===== src/rtl/cpu_timing_pkg.sv =====
// Shared types for the machine-cycle timing generator: beat, phase and run-state encodings.
package cpu_timing_pkg;

    localparam int NUM_PHASES = 4;

    typedef enum logic [1:0] {W1 = 2'd0, W2 = 2'd1, W3 = 2'd2} beat_e;
    typedef enum logic [1:0] {T1 = 2'd0, T2 = 2'd1, T3 = 2'd2, T4 = 2'd3} phase_e;
    typedef enum logic {IDLE = 1'b0, RUN = 1'b1} run_e;

endpackage


===== src/rtl/key_sync_edge.sv =====
// Start-key synchroniser with a single-cycle rising-edge pulse.
module key_sync_edge #(
    parameter int SYNC_STAGES = 2
) (
    input  logic clk,
    input  logic clr,
    input  logic i_async,
    output logic o_rise
);

    logic [SYNC_STAGES-1:0] r_sync;
    logic                   r_prev;

    // Reset loads ones so a key already held at reset release never reads as an edge.
    always_ff @(posedge clk or negedge clr) begin
        if (!clr) begin
            r_sync <= '1;
            r_prev <= 1'b1;
        end else begin
            r_sync <= {r_sync[SYNC_STAGES-2:0], i_async};
            r_prev <= r_sync[SYNC_STAGES-1];
        end
    end

    assign o_rise = r_sync[SYNC_STAGES-1] & ~r_prev;

endmodule


===== src/rtl/beat_timing_gen.sv =====
// Machine-cycle timing generator: phase pulses t1..t4 and beats w1..w3 for the hardwired controller.
// Optional SINGLE_STEP_EN adds the dp single-beat input.
module beat_timing_gen
    import cpu_timing_pkg::*;
#(
    parameter int SYNC_STAGES  = 2,
    parameter int PHASE_CYCLES = 1
) (
    input  logic clk,
    input  logic clr,
    input  logic i_qd,
    input  logic i_short,
    input  logic i_long,
    input  logic i_stop,
`ifdef SINGLE_STEP_EN
    input  logic i_dp,
`endif
    output logic o_t1,
    output logic o_t2,
    output logic o_t3,
    output logic o_t4,
    output logic o_w1,
    output logic o_w2,
    output logic o_w3,
    output logic o_running
);

    localparam int CW = (PHASE_CYCLES > 1) ? $clog2(PHASE_CYCLES) : 1;
    localparam logic [CW-1:0] CNT_LAST = CW'(PHASE_CYCLES - 1);

    logic                  w_qd_rise;
    logic                  w_halt;
    run_e                  r_state, w_state_nxt;
    phase_e                r_phase, w_phase_nxt;
    logic [CW-1:0]         r_cnt, w_cnt_nxt;
    beat_e                 r_beat, w_beat_nxt;
    logic [NUM_PHASES-1:0] w_t_nxt, r_t;
    logic [2:0]            w_w_nxt, r_w;
    logic                  r_running;

    key_sync_edge #(.SYNC_STAGES(SYNC_STAGES)) u_key_sync (
        .clk     (clk),
        .clr     (clr),
        .i_async (i_qd),
        .o_rise  (w_qd_rise)
    );

`ifdef SINGLE_STEP_EN
    assign w_halt = i_stop | i_dp;
`else
    assign w_halt = i_stop;
`endif

    always_ff @(posedge clk or negedge clr) begin
        if (!clr) begin
            r_state <= IDLE;
            r_phase <= T1;
            r_cnt   <= '0;
            r_beat  <= W1;
        end else begin
            r_state <= w_state_nxt;
            r_phase <= w_phase_nxt;
            r_cnt   <= w_cnt_nxt;
            r_beat  <= w_beat_nxt;
        end
    end

    // Controller requests are only consulted on the final clk of T4.
    always_comb begin
        w_state_nxt = r_state;
        w_phase_nxt = r_phase;
        w_cnt_nxt   = r_cnt;
        w_beat_nxt  = r_beat;
        case (r_state)
            IDLE: begin
                if (w_qd_rise) begin
                    w_state_nxt = RUN;
                    w_phase_nxt = T1;
                    w_cnt_nxt   = '0;
                end
            end
            RUN: begin
                if (r_cnt == CNT_LAST) begin
                    w_cnt_nxt = '0;
                    case (r_phase)
                        T1:      w_phase_nxt = T2;
                        T2:      w_phase_nxt = T3;
                        T3:      w_phase_nxt = T4;
                        default: w_phase_nxt = T1;
                    endcase
                    if (r_phase == T4) begin
                        case (r_beat)
                            W1:      w_beat_nxt = i_short ? W1 : W2;
                            W2:      w_beat_nxt = i_long ? W3 : W1;
                            default: w_beat_nxt = W1;
                        endcase
                        if (w_halt) begin
                            w_state_nxt = IDLE;
                        end
                    end
                end else begin
                    w_cnt_nxt = r_cnt + 1'b1;
                end
            end
            default: w_state_nxt = IDLE;
        endcase
    end

    always_comb begin
        w_t_nxt = '0;
        if (w_state_nxt == RUN) begin
            case (w_phase_nxt)
                T1:      w_t_nxt = 4'b0001;
                T2:      w_t_nxt = 4'b0010;
                T3:      w_t_nxt = 4'b0100;
                default: w_t_nxt = 4'b1000;
            endcase
        end
        case (w_beat_nxt)
            W2:      w_w_nxt = 3'b010;
            W3:      w_w_nxt = 3'b100;
            default: w_w_nxt = 3'b001;
        endcase
    end

    // Outputs are registered from next-state so they line up with the state they describe.
    always_ff @(posedge clk or negedge clr) begin
        if (!clr) begin
            r_t       <= '0;
            r_w       <= 3'b001;
            r_running <= 1'b0;
        end else begin
            r_t       <= w_t_nxt;
            r_w       <= w_w_nxt;
            r_running <= (w_state_nxt == RUN);
        end
    end

    assign o_t1      = r_t[0];
    assign o_t2      = r_t[1];
    assign o_t3      = r_t[2];
    assign o_t4      = r_t[3];
    assign o_w1      = r_w[0];
    assign o_w2      = r_w[1];
    assign o_w3      = r_w[2];
    assign o_running = r_running;

endmodule


===== config.mk =====
export PLATFORM = sky130hd
export DESIGN_NAME = beat_timing_gen
export DESIGN_NICKNAME = d
export VERILOG_FILES = /design/src/rtl/cpu_timing_pkg.sv /design/src/rtl/key_sync_edge.sv /design/src/rtl/beat_timing_gen.sv
export SDC_FILE = /design/constraint.sdc
export NUM_CORES = 1
export LEC_CHECK = 0
export ABC_CLOCK_PERIOD_IN_PS = 1800
export CORE_UTILIZATION = 29
export CTS_CLUSTER_SIZE = 28
export DETAILED_ROUTE_END_ITERATION = 8
export SYNTH_ARGS = -nofsm -noshare
export SYNTH_HDL_FRONTEND = slang
export SYNTH_SLANG_ARGS = --single-unit

===== constraint.sdc =====
create_clock -name clk -period 1.8 [get_ports clk]
set_clock_uncertainty 0.2 [all_clocks]
set_input_delay 0.36 -clock clk [delete_from_list [all_inputs] [get_ports clk]]
set_output_delay 0.36 -clock clk [all_outputs]
set_load 0.03 [all_outputs]

# Word level (Yosys, flattened, before mapping)
# Index checks and enable logic that the tools add are counted.
[classes] add_sub_neg=1 n_eq_ne=9 n_mux=21 n_bitwise=3 n_reduce_logical=3
[op_table] operator="two-way mux 2 bit" count=6
[op_table] operator="one-hot mux 4 bit (3 select lines)" count=1
[op_table] operator="== test 2 x 1 -> 1 bit (second input constant)" count=4
[op_table] operator="== test 2 bit (second input constant)" count=4
[op_table] operator="one-hot mux 2 bit (2 select lines)" count=2
[op_table] operator="two-way mux 1 bit" count=7
[op_table] operator="zero test 2 bit" count=3
[op_table] operator="one-hot mux 2 bit (3 select lines)" count=1
[op_table] operator="one-hot mux 3 bit (2 select lines)" count=1
[op_table] operator="two-way mux 4 bit" count=1
[op_table] operator="one-hot mux 1 bit (2 select lines)" count=2
[op_table] operator="inequality test 2 x 1 -> 1 bit (second input constant)" count=1
[op_table] operator="inverter 1 bit" count=2
[op_table] operator="adder 1 bit (second input constant)" count=1
[op_table] operator="bitwise AND 1 bit" count=1
[totals] register_bits=16 inputBits=6 out_inout_bits=8 elab_cells=45

# Depth between registers and ports, before layout
# Gate-level depths: netlist (run 1).
[logic_depth] ltp_word=7 depth_mapped=4 mapped_depth_nobuf=4

# By module
# Synthesis (run 1) repeated with hierarchy kept, for this count alone.
[hier_totals] cells_unflattened=38 area_unflattened_um2=595.6
[modules_own_cells] module="beat_timing_gen" instances=1 cells_per_inst=34 area_per_inst_um2=503.0 seq_area_each_um2=301.5
[modules_own_cells] module="key_sync_edge" instances=1 cells_per_inst=4 area_per_inst_um2=92.6 seq_area_each_um2=78.8

# Least setup slack after synthesis (run 1)
# Ideal clock, no wire load.
[synth_path] kind="register -> register" startpoint="reg r_phase[0]" endpoint="reg r_w[0]" setup_time_ps=83 t_arrival_ps=1309 required_ps=1517 setup_slack_ps=207 path_stages_with_launch=5 path_buffers=0 period_less_slack_ps=1593 cell_sequence="dfrtp_1 -> ha_1 -> and4b_1 -> a22o_1 -> ha_1"
[synth_via] elab_chain_len=6 word_cells_on_any_way=7 classes_between="eq/ne: 3; mux: 4"
[synth_rtl] element="from (decl)" line="beat_timing_gen.sv:34" rtl="phase_e r_phase, w_phase_nxt;"
[synth_rtl] element="from (signal assigned)" line="beat_timing_gen.sv:62" rtl="r_phase <= w_phase_nxt;"
[synth_rtl] element="== test 2 bit (*)" line="beat_timing_gen.sv:91" rtl="if (r_phase == T4) begin"
[synth_rtl] element="two-way mux 2 bit (*)" line="beat_timing_gen.sv:91"
[synth_rtl] element="two-way mux 2 bit (*)" line="beat_timing_gen.sv:83" rtl="if (r_cnt == CNT_LAST) begin"
[synth_rtl] element="two-way mux 2 bit (*)" line="beat_timing_gen.sv:74" rtl="case (r_state)"
[synth_rtl] element="via w_beat_nxt[1]" line="beat_timing_gen.sv:36" rtl="beat_e r_beat, w_beat_nxt;"
[synth_rtl] element="== test 2 bit / == test 2 x 1 -> 1 bit (equally long branches)" line="beat_timing_gen.sv:119" rtl="case (w_beat_nxt)"
[synth_rtl] element="one-hot mux 3 bit (2 select lines) (*)" line="beat_timing_gen.sv:119"
[synth_rtl] element="via w_w_nxt[0]" line="beat_timing_gen.sv:38" rtl="logic [2:0] w_w_nxt, r_w;"
[synth_rtl] element="to (signal assigned)" line="beat_timing_gen.sv:134" rtl="r_w <= w_w_nxt;"
[synth_rtl] element="to (decl)" line="beat_timing_gen.sv:38"
# The timed path passes the listed nets; every way through them passes the cells marked *.
# A chain may end at the register's enable or synchronous reset.

# Worst setup path after layout (run 1)
[layout_path] startpoint="reg r_w[0]" endpoint="out o_w1"
[layout_lines] element="to (decl)" line="beat_timing_gen.sv:22" rtl="output logic o_w1,"
# No word-level cell between the ends.

==> metrics.txt, run 1 <==
Setup Buffers After CTS=0; WP buf/inv=1; commonest non-fill, non-tap cells in the layout=dfrtp_1, dlygate4sd2_1, clkdlybuf4s50_1; H-tree depth=1; Synth Area in Adders=6.32%; vias per cell=4.15; Slew Limit Fails=0; number of DRC markers in iteration 0=0; Site Rows=16; reg-to-reg slack, setup=~160 ps; CP cell instances=dlygate4sd2_1; total congestion overflow=0; Post-Syn Nets=51; post-layout util=between 40% and 50%; pwr/cell area=1640 nW/um2; kind of critical path=reg -> out; number of remaining DRC errors=0; IO buf count=13; share of the synthesized area in the top cell type=46.3%; Slew @ Worst Pin=roughly 320 ps; top area cells in the synthesized netlist=dfrtp_1, dfstp_2, ha_1; clk sinks=15; post-synthesis sequential area ratio=64.0%; reg2reg start=r_phase[0]; area grow syn2layout=32.0%; r2r worst-path depth=4; critical path launch point type=flip-flop; overall power=1.29 mW; compound-cell area share of the yosys netlist=7.16%; core area=1940 um2; Synthesis Warnings=0; routability-driven placement congestion ratio=0.676; vias in the first global route=slightly below 300; leakage=0.385 nW; Mapped Cells=42; Avg WL per Cell=9.72 um; fin crit period=1740 ps; Hold Path Class=in -> async; Worst path max stage delay=520 ps; pre-CTS WS=around 83 ps; fin nets=71; diode count=0; CTS Root Cell=clkbuf_4; Synth Area in XOR/XNOR=0%; All-Layer GR Usage=under 10%; DRT Pass-1 Iters=1; Final Setup Violations=0; I/O Pins=14; Die Area=2230 um2; Vias=365; WP data arrival=1180 ps; Synth area leader=dfrtp_1; syn_area_per_cell=14.2 um2; synthesized cell area=594 um2; Hold Violations, Final=0; hold_buf cts=0; largest net degree at the start of global routing=10; post-synthesis simple-gate area fraction=13.9%; #FFs+latches synth=15; Final HPWL DP=667 um; Final WS setup=56.1 ps; RSZ-0062 raised after global routing=no; Skew-Pair Late Insertion Delay=between 200 and 300 ps; Post-DRT Antenna Nets=0; Max-Cap Viols=0; global-route wire length before repair=between 1000 and 1500 um; share of post-route cells with drive strength above 1=23.0%; Post-CTS Resized=7; Max Buffers Root-to-Sink=2; worst-path cell with the longest stage delay=dfstp_2; most common cell after layout, fill and taps aside=dfrtp_1; Slew headroom=between 70% and 80%; post-synthesis mux area share=between 6 and 7%; CP delay by family, top=flip-flops; worst r2r dst=r_w[0]; Starting Density=between 30% and 40%; critical path data required time=1240 ps; outcome=complete, no violations; TritonCTS Buffers=3; nature of the critical path endpoint=primary output; Cell variety after synth=23; height of the die=47.3 um; setup TNS=0 ps; maximum VDD drop=0.794 mV; initial antenna violation count=0; CTS tree=yes; Total Wirelength=around 860 um; FMAX=573 MHz; CP Max Fanout=1; Fin Hold WS=136 ps; CTS clk-pin slew, worst paths=80 ps; main combinational cell family by area after synthesis=simple AND/OR/NAND/NOR gates; part of the cycle the worst path needs=96.9%; Chip Width=47.3 um
==> layer usage <==
metal,global-route usage [%],vias up,share of wire [%]
li1,-,184,-
met1,12.5,167,47
met2,11.5,12,47
met3,6.92,2,5.5
met4,1.71,0,0.70
met5,0,-,0
==> where the power goes <==
group          internal [mW]  switching [mW]  total [mW]
Combinational          0.252           0.345       0.596
Sequential             0.460          0.0511       0.511
Clock                 0.0859          0.0955       0.181
Total                  0.798           0.491        1.29
==> cells in the mapped netlist <==
master	number
mux2_4	1
a21o_1	1
o21ai_1	1
nand2_4	1
nor3b_1	1
nor3_1	1
inv_1	1
and4b_1	1
a22o_1	1
mux2_2	1
nor2b_1	1
and4_1	1
ha_1	3
dfrtp_1	11
o2bb2ai_1	1
a22oi_1	1
dfstp_2	4
nand2b_1	3
o21ai_0	1
buf_6	1
nand2_1	3
mux2i_1	1
nor2_1	1
==> final cells by class <==
type	count	area (um2)
inverter	1	3.75
clock buffer	4	26.3
multi-input combinational	25	199
timing repair buffer	16	141
tap	27	33.8
fill	197	1160
sequential	15	380
==> logic make-up (layout without fill, tap and decap cells) <==
group                      Yosys count  count (layout)
DFF                                 15              15
and+or+nand+nor                     13              13
AOI/OAI and AO/OA                    6               6
adders and majority gates            3               3
muxes                                3               3
buffers and inverters                2              21
==> worst max path at each step <==
stage | start | to | slack (ps) | cells past startpoint
final | r_w[0] | o_w1 | 60 | 1
after floorplan | r_phase[0] | r_w[0] | 210 | 4
after detailed placement | r_w[0] | o_w1 | 80 | 1
after global placement | r_w[0] | o_w1 | 90 | 1
after CTS | r_w[0] | o_w1 | 40 | 1
after global routing | r_w[0] | o_w1 | 10 | 1
==> flip-flops by register name, summed over array words and instances (netlist names) <==
| signal | flops |
|---|---|
| r_t | 4 |
| r_w | 3 |
| r_beat | 2 |
| r_phase | 2 |
| u_key_sync.r_sync | 2 |
| o_running | 1 |
| u_key_sync.r_prev | 1 |
==> through the flow <==
step                      instance area [um2]  std cells
after global placement                    767         84
after floorplan                           594         42
after CTS                                 785         88
after global routing                      785         88
after detailed placement                  767         84
final                                     785         88
==> worst register-to-register path, cell delays in order, from the launching register on <==
cell and delay (ps):
dfrtp_1 390, ha_1 270, and4b_1 220, a22o_1 210
ha_1 270
No activity file was read; power rests on OpenSTA's default activity.
==> run 2, diff against run 1 <==
- SLEW_MARGIN: unset -> 5
==> results of run 2 <==
No change in the layout: final DEF, timing and power equal those of run 1.
